**config.mk**
```make
export PLATFORM = sky130hd
export DESIGN_NAME = vme_interrupter_flat
export DESIGN_NICKNAME = d
export VERILOG_FILES = /design/src/rtl/vme_pkg.sv /design/src/rtl/vme_interrupter_if.sv /design/src/rtl/vme_interrupter_sync.sv /design/src/rtl/vme_interrupter.sv /design/src/flat_wrapper.sv
export SDC_FILE = /design/constraint.sdc
export NUM_CORES = 1
export LEC_CHECK = 0
export ABC_AREA = 1
export ABC_CLOCK_PERIOD_IN_PS = 1160
export BUFFER_PORTS_ARGS = -buffer_cell sky130_fd_sc_hd__clkbuf_2
export CAP_MARGIN = 20
export CORE_ASPECT_RATIO = 2
export CORE_MARGIN = 2
export CORE_UTILIZATION = 31
export DETAILED_ROUTE_END_ITERATION = 8
export GPL_TIMING_DRIVEN = 1
export PLACE_DENSITY = 0.6
export SLEW_MARGIN = 20
export SYNTH_ARGS = -nofsm -noshare
export SYNTH_HDL_FRONTEND = slang
export SYNTH_SLANG_ARGS = --single-unit
```
**constraint.sdc**
```tcl
create_clock -name clock -period 1.16 [get_ports clock]
set_input_delay 0.058 -clock clock [delete_from_list [all_inputs] [get_ports clock]]
set_output_delay 0.058 -clock clock [all_outputs]
set_load 0.01 [all_outputs]
```
**src/rtl/vme_pkg.sv**
```systemverilog
// Shared definitions for the VME interrupter: line polarities, FSM states, IRQ bus width.
package vme_pkg;

   // Active-low bus and device lines
   localparam logic ACTIVE   = 1'b0;
   localparam logic INACTIVE = 1'b1;

   // IRQ7..IRQ1
   localparam int unsigned IRQ_W = 7;

   typedef enum logic [2:0] {
      IDLE,
      DECIDE,
      PASS,
      RESPOND,
      ACK,
      DONE,
      RELEASE
   } irq_state_e;

   // One-hot IRQ line image for a level (1..7) carrying the given request
   function automatic logic [IRQ_W-1:0] irq_lines(input logic [2:0] level, input logic req);
      logic [IRQ_W-1:0] l;
      l = '0;
      for (int unsigned i = 0; i < IRQ_W; i++) begin
         l[i] = req && ((i + 1) == 32'(level));
      end
      return l;
   endfunction

endpackage

```
**src/rtl/vme_interrupter_if.sv**
```systemverilog
// VME bus signals seen by a slave-card interrupter (IRQ, IACK daisy chain, strobes, D7-D0).
interface vme_interrupter_if;

   logic                      vme_as;
   logic                      vme_ds0;
   logic [2:0]                vme_address;
   logic                      vme_iackin;
   logic                      vme_iackout;
   logic                      vme_dtack;
   logic [7:0]                vme_data_out;
   logic                      vme_data_oe;
   logic [vme_pkg::IRQ_W-1:0] vme_irq;

   modport slave (
      input  vme_as, vme_ds0, vme_address, vme_iackin,
      output vme_iackout, vme_dtack, vme_data_out, vme_data_oe, vme_irq
   );

   modport master (
      output vme_as, vme_ds0, vme_address, vme_iackin,
      input  vme_iackout, vme_dtack, vme_data_out, vme_data_oe, vme_irq
   );

endinterface

```
**src/rtl/vme_interrupter_sync.sv**
```systemverilog
// Two-flop synchronizer for an asynchronous active-low bus strobe; resets to the released level.
module signal_sync
   import vme_pkg::*;
(
   input  logic clock,
   input  logic reset,
   input  logic d_i,
   output logic q_o
);

   logic meta_q;
   logic sync_q;

   // Two-stage capture of the asynchronous input
   always_ff @(posedge clock) begin
      if (!reset) begin
         meta_q <= INACTIVE;
         sync_q <= INACTIVE;
      end else begin
         meta_q <= d_i;
         sync_q <= meta_q;
      end
   end

   assign q_o = sync_q;

endmodule

```
**src/rtl/vme_interrupter.sv**
```systemverilog
// VME ROAK interrupter: raises IRQ for a local request, answers the IACK cycle for its own
// level with a status/ID vector, and passes the daisy chain on for every other case.
module vme_interrupter
   import vme_pkg::*;
#(
   parameter logic [2:0]  IRQ_LEVEL   = 3'd2,
   parameter int unsigned DTACK_DELAY = 2
) (
   input  logic               clock,
   input  logic               reset,
   input  logic               dev_irq,
   output logic               dev_iack,
   input  logic [7:0]         vector_id,
   vme_interrupter_if.slave   vme
);

   localparam logic [2:0] DLY_LAST = 3'(DTACK_DELAY - 1);

   logic       as_s;
   logic       ds0_s;
   logic       iackin_s;

   irq_state_e state_q, state_d;
   logic [2:0] cnt_q, cnt_d;
   logic [2:0] addr_q, addr_d;
   logic [7:0] data_q, data_d;
   logic       pending_q, pending_d;
   logic       armed_q, armed_d;
   logic       req_now;

   signal_sync u_sync_as     (.clock(clock), .reset(reset), .d_i(vme.vme_as),     .q_o(as_s));
   signal_sync u_sync_ds0    (.clock(clock), .reset(reset), .d_i(vme.vme_ds0),    .q_o(ds0_s));
   signal_sync u_sync_iackin (.clock(clock), .reset(reset), .d_i(vme.vme_iackin), .q_o(iackin_s));

   // Request bookkeeping: set while armed and requested, cleared with arming on vector acceptance
   always_comb begin
      req_now   = pending_q | ((dev_irq == ACTIVE) & armed_q);
      pending_d = req_now;
      armed_d   = armed_q | (dev_irq == INACTIVE);
      if (state_q == DONE) begin
         pending_d = 1'b0;
         armed_d   = 1'b0;
      end
   end

   // IACK cycle next-state, address capture, vector load and DTACK delay counter
   always_comb begin
      state_d = state_q;
      cnt_d   = cnt_q;
      addr_d  = addr_q;
      data_d  = data_q;

      if (state_q == IDLE && iackin_s == ACTIVE) begin
         addr_d = vme.vme_address;
      end

      case (state_q)
         IDLE: begin
            if (iackin_s == ACTIVE && as_s == ACTIVE) begin
               state_d = DECIDE;
            end
         end
         DECIDE: begin
            // A request landing in this very clock still counts for the decision
            if (req_now && addr_q == IRQ_LEVEL) begin
               state_d = RESPOND;
               cnt_d   = '0;
               data_d  = vector_id;
            end else begin
               state_d = PASS;
            end
         end
         PASS: begin
            if (as_s == INACTIVE) begin
               state_d = RELEASE;
            end
         end
         RESPOND: begin
            if (as_s == INACTIVE || iackin_s == INACTIVE) begin
               state_d = RELEASE;
            end else if (ds0_s == ACTIVE) begin
               if (cnt_q == DLY_LAST) begin
                  state_d = ACK;
               end else begin
                  cnt_d = cnt_q + 3'd1;
               end
            end
         end
         ACK: begin
            if (ds0_s == INACTIVE) begin
               state_d = DONE;
            end else if (as_s == INACTIVE || iackin_s == INACTIVE) begin
               state_d = RELEASE;
            end
         end
         DONE: begin
            state_d = RELEASE;
         end
         RELEASE: begin
            if (as_s == INACTIVE && iackin_s == INACTIVE) begin
               state_d = IDLE;
            end
         end
         default: begin
            state_d = IDLE;
         end
      endcase
   end

   // State and datapath registers with synchronous active-low reset
   always_ff @(posedge clock) begin
      if (!reset) begin
         state_q   <= IDLE;
         cnt_q     <= '0;
         addr_q    <= '0;
         data_q    <= '0;
         pending_q <= 1'b0;
         armed_q   <= 1'b1;
      end else begin
         state_q   <= state_d;
         cnt_q     <= cnt_d;
         addr_q    <= addr_d;
         data_q    <= data_d;
         pending_q <= pending_d;
         armed_q   <= armed_d;
      end
   end

   // Bus outputs decode directly from state so reset releases them on the same edge
   assign vme.vme_irq      = irq_lines(IRQ_LEVEL, pending_q);
   assign vme.vme_iackout  = (state_q == PASS) ? ACTIVE : INACTIVE;
   assign vme.vme_dtack    = (state_q == ACK);
   assign vme.vme_data_oe  = (state_q == RESPOND) || (state_q == ACK);
   assign vme.vme_data_out = data_q;
   assign dev_iack         = (state_q == DONE) ? ACTIVE : INACTIVE;

endmodule

```
**src/flat_wrapper.sv**
```systemverilog
// flat-port wrapper written by rule: the top's interface ports become plain ports
module vme_interrupter_flat import vme_pkg::*;
#(
   parameter logic [2:0]  IRQ_LEVEL   = 3'd2,
   parameter int unsigned DTACK_DELAY = 2
)
  (clock, reset, dev_irq, dev_iack, vector_id, vme_vme_as, vme_vme_ds0, vme_vme_address, vme_vme_iackin, vme_vme_iackout, vme_vme_dtack, vme_vme_data_out, vme_vme_data_oe, vme_vme_irq);
  vme_interrupter_if vme_i ();
  input  logic clock;
  input  logic reset;
  input  logic dev_irq;
  output logic dev_iack;
  input  logic [7:0] vector_id;
  input wire logic [$bits(vme_i.vme_as)-1:0] vme_vme_as;
  input wire logic [$bits(vme_i.vme_ds0)-1:0] vme_vme_ds0;
  input wire logic [$bits(vme_i.vme_address)-1:0] vme_vme_address;
  input wire logic [$bits(vme_i.vme_iackin)-1:0] vme_vme_iackin;
  output wire logic [$bits(vme_i.vme_iackout)-1:0] vme_vme_iackout;
  output wire logic [$bits(vme_i.vme_dtack)-1:0] vme_vme_dtack;
  output wire logic [$bits(vme_i.vme_data_out)-1:0] vme_vme_data_out;
  output wire logic [$bits(vme_i.vme_data_oe)-1:0] vme_vme_data_oe;
  output wire logic [$bits(vme_i.vme_irq)-1:0] vme_vme_irq;
  assign vme_i.vme_as = vme_vme_as;
  assign vme_i.vme_ds0 = vme_vme_ds0;
  assign vme_i.vme_address = vme_vme_address;
  assign vme_i.vme_iackin = vme_vme_iackin;
  assign vme_vme_iackout = vme_i.vme_iackout;
  assign vme_vme_dtack = vme_i.vme_dtack;
  assign vme_vme_data_out = vme_i.vme_data_out;
  assign vme_vme_data_oe = vme_i.vme_data_oe;
  assign vme_vme_irq = vme_i.vme_irq;
  vme_interrupter #(.IRQ_LEVEL(IRQ_LEVEL), .DTACK_DELAY(DTACK_DELAY)) u_core (.clock(clock), .reset(reset), .dev_irq(dev_irq), .dev_iack(dev_iack), .vector_id(vector_id), .vme(vme_i));
endmodule
```
==> flow_metrics.py, run 1 <==
metrics = {
    "placed_design": {
        "place.gp.congestion": 0.926,
        "io_buffers": 29,
        "dp.cells": 251,
        "pre_cts_slack_ns": -0.133,
        "post_dp_cell_area_um2": 1450,
        "dp_hpwl_um": 1890,
    },
    "power": {
        "pwr-share-comb_pct": 42.5,
        "powerDensity_nw_per_um2": 1680,
        "p_clk_share_pct": 17.9,
        "power.share.switching_pct": 38.3,
        "p_seq_share_pct": 39.6,
        "internal_power_mw": 1.78,
        "p_total_mw": 2.89,
        "switchingPower_mw": 1.11,
        "p_leak_nw": 0.763,
        "ir_drop_uv": 899,
    },
    "floorplanning": {
        "num_rows": 32,
        "core-area_um2": 3760,
        "die_h_um": 91.8,
        "dieArea_um2": 4400,
        "initial_core_util_pct": 31.8,
        "io_pins": 36,
        "die_x_um": 47.9,
    },
    "timing": {
        "max_freq_mhz": 792,
        "period_share_pct": 109,
        "hold_viol": 0,
        "post-route-min-period_ns": 1.26,
        "fin_ws_ns": -0.103,
        "finalSetupViolCount": 14,
        "fin_worst_skew_ns": 0.00461,
        "finalMaxSlewViolations": 0,
        "rsz0062_at_grt": "yes",
    },
    "clock_tree": {
        "clkLatencyLatePin_ns": 0.27,
        "cts-root-buf": "clkbuf_8",
        "cts_sinks": 25,
        "cts_tree": "done",
        "h-tree-depth": 1,
        "clkTransAtPathRegs_ns": 0.09,
        "cts_made_buffers": 3,
        "cts_buffer_depth": 2,
    },
    "worst_hold_path": {
        "hold_class": "in2reg",
        "min_to": "u_core.vme.vme_data_out[3]",
        "hold-path-cell-count": 3,
        "hold_start": "vector_id[3]",
    },
    "synthesis": {
        "synth_cell_type_count": 24,
        "syn_avg_cell_area_um2": 7.48,
        "netlist_instances": 160,
        "ys_ff_latch": 25,
        "synth.cell_area_um2": 1200,
        "yosys_warnings": 0,
        "yosysSeqAreaShare_pct": 41.8,
    },
    "worst_setup_path": {
        "arrival_ns": 1.20,
        "startpoint_type": "flip-flop",
        "reg2reg_from": "u_core.state_q[1]",
        "r2r_cells": 7,
        "end_kind": "output port",
        "r2r-end": "u_core.cnt_q[1]",
        "crit_fanout": 6,
        "path_common_cell": "buf_6",
        "crit_type": "reg2out",
        "worstPathCellList": "inv_4 > nand2_4 > buf_6 > nor2_4 > inv_2 > buf_6",
        "cp.required_ns": 1.10,
        "slowest_delay_ns": 0.39,
        "cpMaxStageDelayCell": "dfxtp_4",
        "rrSetupSlack_ns": -0.05,
    },
    "routing": {
        "vias_per_cell": 4.31,
        "wirelength_um": 2630,
        "final_antenna_net_count": 0,
        "wire_per_inst_um": 10.1,
        "first_pass_iters": 4,
        "vias": 1117,
        "dr.first_iter.drc_count": 39,
        "drc": 0,
    },
    "run_status": {
        "failed_checks": "setup timing",
        "status": "complete, but fails checks",
    },
    "cells_and_area": {
        "layout.cells.non_filler": 259,
        "regArea_um2": 515,
        "fin_nets": 228,
        "layout_common_cells": "clkbuf_2, nand2_1, dfxtp_1",
        "multiInputGateArea_um2": 674,
        "antenna-diode-count": 0,
        "final_area_um2": 1720,
        "final_layout_size_suffix_gt1_share_pct": 47.1,
        "fillerInstances": 394,
        "final_common_cell": "clkbuf_2",
        "area_growth_pct": 43.6,
    },
    "global_route": {
        "grt_pass1_vias": 1028,
        "grt_pass1_wl_um": 4110,
        "antenna_found_initial": 0,
        "grt_use_total_pct": 12.5,
        "grt_max_degree": 15,
        "grt-ovfl-total": 0,
    },
    "run": {
        "drv_cap": 0,
    },
}
==> power groups by stage <==
stage	logic, mW	registers, mW	clock network (mW)
global placement	0.927	1.07	0
global route	1.39	1.15	0.567
floorplan	0.624	1.06	0
finish	1.23	1.14	0.518
CTS	1.06	1.10	0.545
detailed placement	0.933	1.07	0
==> routing by layer <==
metal / GRT usage, % / wire length (um) / vias to the layer above
met2: 18.7 / 1340 / 32
met5: 0 / 0 / -
li1: - / - / 587
met4: 6.76 / 48 / 0
met1: 15.5 / 1100 / 492
met3: 3.35 / 136 / 6
==> metrics by stage <==
step / utilization, % / hold slack, ns / setup TNS [ns]
after global routing: 45.6 / 0.0578 / -2.06
after CTS: 43.1 / 0.0472 / -1.12
after detailed placement: 38.6 / 0.249 / -1.43
after floorplan: - / 0.165 / 0
after global placement: 38.6 / 0.247 / -1.59
final: 45.6 / 0.0482 / -0.514
==> sequential cells by signal, indices dropped and copies added (netlist names), 3 cells and up <==
register                 flops
u_core.cnt_q                 3
u_core.state_q               3
u_core.addr_q                3
u_core.vme.vme_data_out      8
==> Yosys cell counts <==
cell type   n  share of area (%)
a21oi_1    14                5.9
a21oi_2     1               0.73
buf_12      1                1.7
buf_4       7                4.4
buf_6       1               0.94
conb_1      1               0.31
dfxtp_1    25                 42
ha_1        2                2.1
inv_1      23                7.2
inv_2       1               0.31
nand2_1    23                7.2
nand2_2     2                1.0
nand3_1    10                4.2
nand3_2     2                1.7
nand4_1     1               0.52
nor2_1     18                5.6
nor2_2      3                1.6
nor3_1      2               0.84
nor3b_1     1               0.63
o21ai_0    11                4.6
o21ai_2     3                2.2
o21bai_1    1               0.63
or2_2       6                3.1
xnor2_1     1               0.73
==> critical path, delay by kind of cell (launching register included) <==
family                 cells  cell delay (ns)
buffers and inverters      4             0.37
DFF                        1             0.39
and+or+nand+nor            2             0.16
==> area by class of cell <==
class / count / area share, %
sequential: 25 / 30.0
clock buffer: 3 / 2.40
multi-input combinational: 107 / 39.3
timing repair buffer: 48 / 18.6
tap: 51 / 3.71
inverter: 24 / 5.68
clock inverter: 1 / 0.291
==> cell families after synthesis <==
kind of cell / after synthesis / synth area share, %
xor gates and xnor gates: 1 / 0.732
buffers and inverters: 33 / 14.5
adders and majority gates: 2 / 2.09
and+or+nand+nor: 68 / 26.5
other: 1 / 0.314
DFF: 25 / 41.8
AOI/OAI and AO/OA: 30 / 14.0
==> how the worst max path moves through the flow <==
stage | end | slack, ns | depth (start not counted) | from
global placement | u_core.state_q[2] | -0.14 | 10 | u_core.state_q[1]
global route | vme_vme_data_oe | -0.15 | 5 | u_core.state_q[1]
floorplan | u_core.cnt_q[0] | 0.006 | 8 | u_core.cnt_q[1]
CTS | u_core.state_q[0] | -0.10 | 10 | u_core.state_q[1]
detailed placement | u_core.cnt_q[0] | -0.13 | 7 | u_core.addr_q[2]
finish | dev_iack | -0.10 | 6 | u_core.state_q[1]
==> what timing repair did <==
item                                    in CTS  in global routing
hold buffers                                 3                  0
pin swaps                                   10                 12
endpoints found under the hold margin        3                  0
gates resized for setup                     25                 32
buffers inserted                             2                  0
endpoints found under the setup margin      21                 23
cloned                                       0                  0
Note: power is estimated with default switching activity, not from simulation.
==> run 2: changes to the inputs <==
==> constraint.sdc (replaced) <==
create_clock -name clock -period 1.16 [get_ports clock]
set_input_delay 0.174 -clock clock [delete_from_list [all_inputs] [get_ports clock]]
set_output_delay 0.174 -clock clock [all_outputs]
set_load 0.01 [all_outputs]
==> run 2 against run 1 <==
Clock power grew 6.8%. Utilization is 3.8 points higher. Final area up 8.2%. Die area unchanged. Maximum frequency decreased by 9.0%. Sequential share of layout area is 2.3 points lower. Global-route usage is 1.8 points higher. Combinational power up 25%. Clock-buffer cell count did not move. Non-clock buffer count grew 13. First-iteration DRC count fell by 67%. Largest cell class unchanged. The flow still finishes with violations (setup timing). Wire length up 19%.
==> flow_metrics.py, run 2 (synthesized netlist as in run 1, its figures left out) <==
metrics = {
    "worst_hold_path": {
        "hold-path-cell-count": 2,
        "min_to": "u_core.u_sync_ds0.meta_q",
        "hold_class": "in2reg",
        "hold_start": "vme_vme_ds0",
    },
    "floorplanning": {
        "core-area_um2": 3760,
        "io_pins": 36,
        "die_h_um": 91.8,
        "dieArea_um2": 4400,
        "die_x_um": 47.9,
        "initial_core_util_pct": 31.8,
        "num_rows": 32,
    },
    "cells_and_area": {
        "largest_register_ffs": 8,
        "fillerInstances": 392,
        "multiInputGateArea_um2": 686,
        "final_common_cell": "clkbuf_2",
        "area_growth_pct": 55.4,
        "fin_nets": 241,
        "final_layout_size_suffix_gt1_share_pct": 52.9,
        "regArea_um2": 514,
        "layout_common_cells": "clkbuf_2, nand2_1, inv_1, buf_4, dfxtp_1",
        "antenna-diode-count": 0,
    },
    "timing": {
        "fin_worst_skew_ns": 0.00648,
        "hold_viol": 0,
        "fin_ws_ns": -0.227,
        "period_share_pct": 120,
        "finalSetupViolCount": 20,
        "tns_ns": -1.93,
        "post-route-min-period_ns": 1.39,
        "finalMaxSlewViolations": 0,
        "rsz0062_at_grt": "yes",
        "hold_slack_ns": 0.0722,
        "max_freq_mhz": 721,
    },
    "routing": {
        "vias": 1187,
        "wire_per_inst_um": 11.5,
        "first_pass_iters": 4,
        "dr.first_iter.drc_count": 13,
        "wirelength_um": 3130,
        "final_antenna_net_count": 0,
        "drc": 0,
        "vias_per_cell": 4.36,
    },
    "worst_setup_path": {
        "r2r_cells": 8,
        "worstPathCellList": "inv_2 > nand2_2 > buf_6 > nor2_4 > inv_2 > buf_6",
        "reg2reg_from": "u_core.state_q[1]",
        "cpMaxStageDelayCell": "dfxtp_4",
        "startpoint_type": "flip-flop",
        "slowest_delay_ns": 0.39,
        "arrival_ns": 1.21,
        "rrSetupSlack_ns": -0.16,
        "r2r-end": "u_core.pending_q",
        "crit_fanout": 5,
        "crit_type": "reg2out",
        "end_kind": "output port",
        "cp.required_ns": 0.99,
    },
    "clock_tree": {
        "cts_buffer_depth": 2,
        "cts_tree": "done",
        "cts_sinks": 25,
        "h-tree-depth": 1,
        "clkTransAtPathRegs_ns": 0.09,
        "clkLatencyLatePin_ns": 0.28,
        "cts.hold.buffers_added": 0,
        "cts_made_buffers": 3,
        "cts-root-buf": "clkbuf_8",
    },
    "power": {
        "ir_drop_uv": 939,
        "pwr-share-comb_pct": 48.1,
        "p_clk_share_pct": 17.3,
        "switchingPower_mw": 1.23,
        "power.share.switching_pct": 38.4,
        "p_seq_share_pct": 34.6,
        "powerDensity_nw_per_um2": 1720,
        "internal_power_mw": 1.97,
        "p_leak_nw": 0.853,
    },
    "placed_design": {
        "io_buffers": 29,
        "place.gp.congestion": 0.931,
        "dp_hpwl_um": 1900,
    },
    "run_status": {
        "status": "complete, but fails checks",
        "failed_checks": "setup timing",
    },
    "global_route": {
        "grt_pass1_vias": 1036,
        "antenna_found_initial": 0,
        "grt_max_degree": 17,
        "grt_use_total_pct": 14.3,
        "grt-ovfl-total": 0,
        "grt_pass1_wl_um": 4620,
    },
    "run": {
        "drv_cap": 0,
    },
}
[run 2: cell type report]
type,instances,share of cell area (%)
sequential,25,27.7
clock inverter,1,0.404
clock buffer,3,2.22
tap,51,3.43
inverter,24,5.25
timing repair buffer,61,24.2
multi-input combinational,107,36.9
[run 2: what timing repair did]
action / in CTS / in global routing
gates cloned: 0 / 1
pin swaps: 9 / 10
resized for setup: 36 / 38
endpoints found under the setup margin: 22 / 23
buffers inserted: 9 / 6
[run 2: metrics by stage]
step           setup slack, ns  power [mW]  util [%]  cell area [um^2]  cells
2_1_floorplan          0.00559        1.68         -              1220    165
3_3_place_gp            -0.165        2.03      38.8              1460    252
3_5_place_dp            -0.148        2.04      38.8              1460    252
4_1_cts                 -0.202        2.95      44.7              1680    265
5_1_grt                 -0.266        3.40      49.4              1860    272
6_report                -0.227        3.20      49.4              1860    272
[run 2: critical path: cells and delay by family (launching register included)]
family	cells	cell delay, ns
buffers and inverters	4	0.37
DFF	1	0.39
and+or+nand+nor	2	0.17
[run 2: power groups by stage]
stage / Sequential (mW) / Combinational (mW) / Clock [mW]
floorplan: 1.06 / 0.624 / 0
global placement: 1.07 / 0.962 / 0
detailed placement: 1.07 / 0.974 / 0
CTS: 1.09 / 1.29 / 0.561
global route: 1.12 / 1.69 / 0.587
finish: 1.11 / 1.54 / 0.553
[run 2: metal layers]
metal  vias to the layer above  track usage, %  share of wire [%]
li1                        614               -                  -
met1                       533            18.8                 41
met2                        32            21.8                 54
met3                         8            2.17                3.0
met4                         0            6.76                2.6
met5                         -               0                  0
[run 2: worst max path at each step]
stage	cells after the start	startpoint	slack [ns]	to
floorplan	8	u_core.cnt_q[1]	0.006	u_core.cnt_q[0]
global placement	8	u_core.state_q[1]	-0.17	u_core.state_q[2]
CTS	5	u_core.state_q[0]	-0.20	vme_vme_data_oe
finish	6	u_core.state_q[1]	-0.23	dev_iack
detailed placement	8	u_core.state_q[1]	-0.15	u_core.state_q[1]
global route	6	u_core.state_q[1]	-0.27	dev_iack
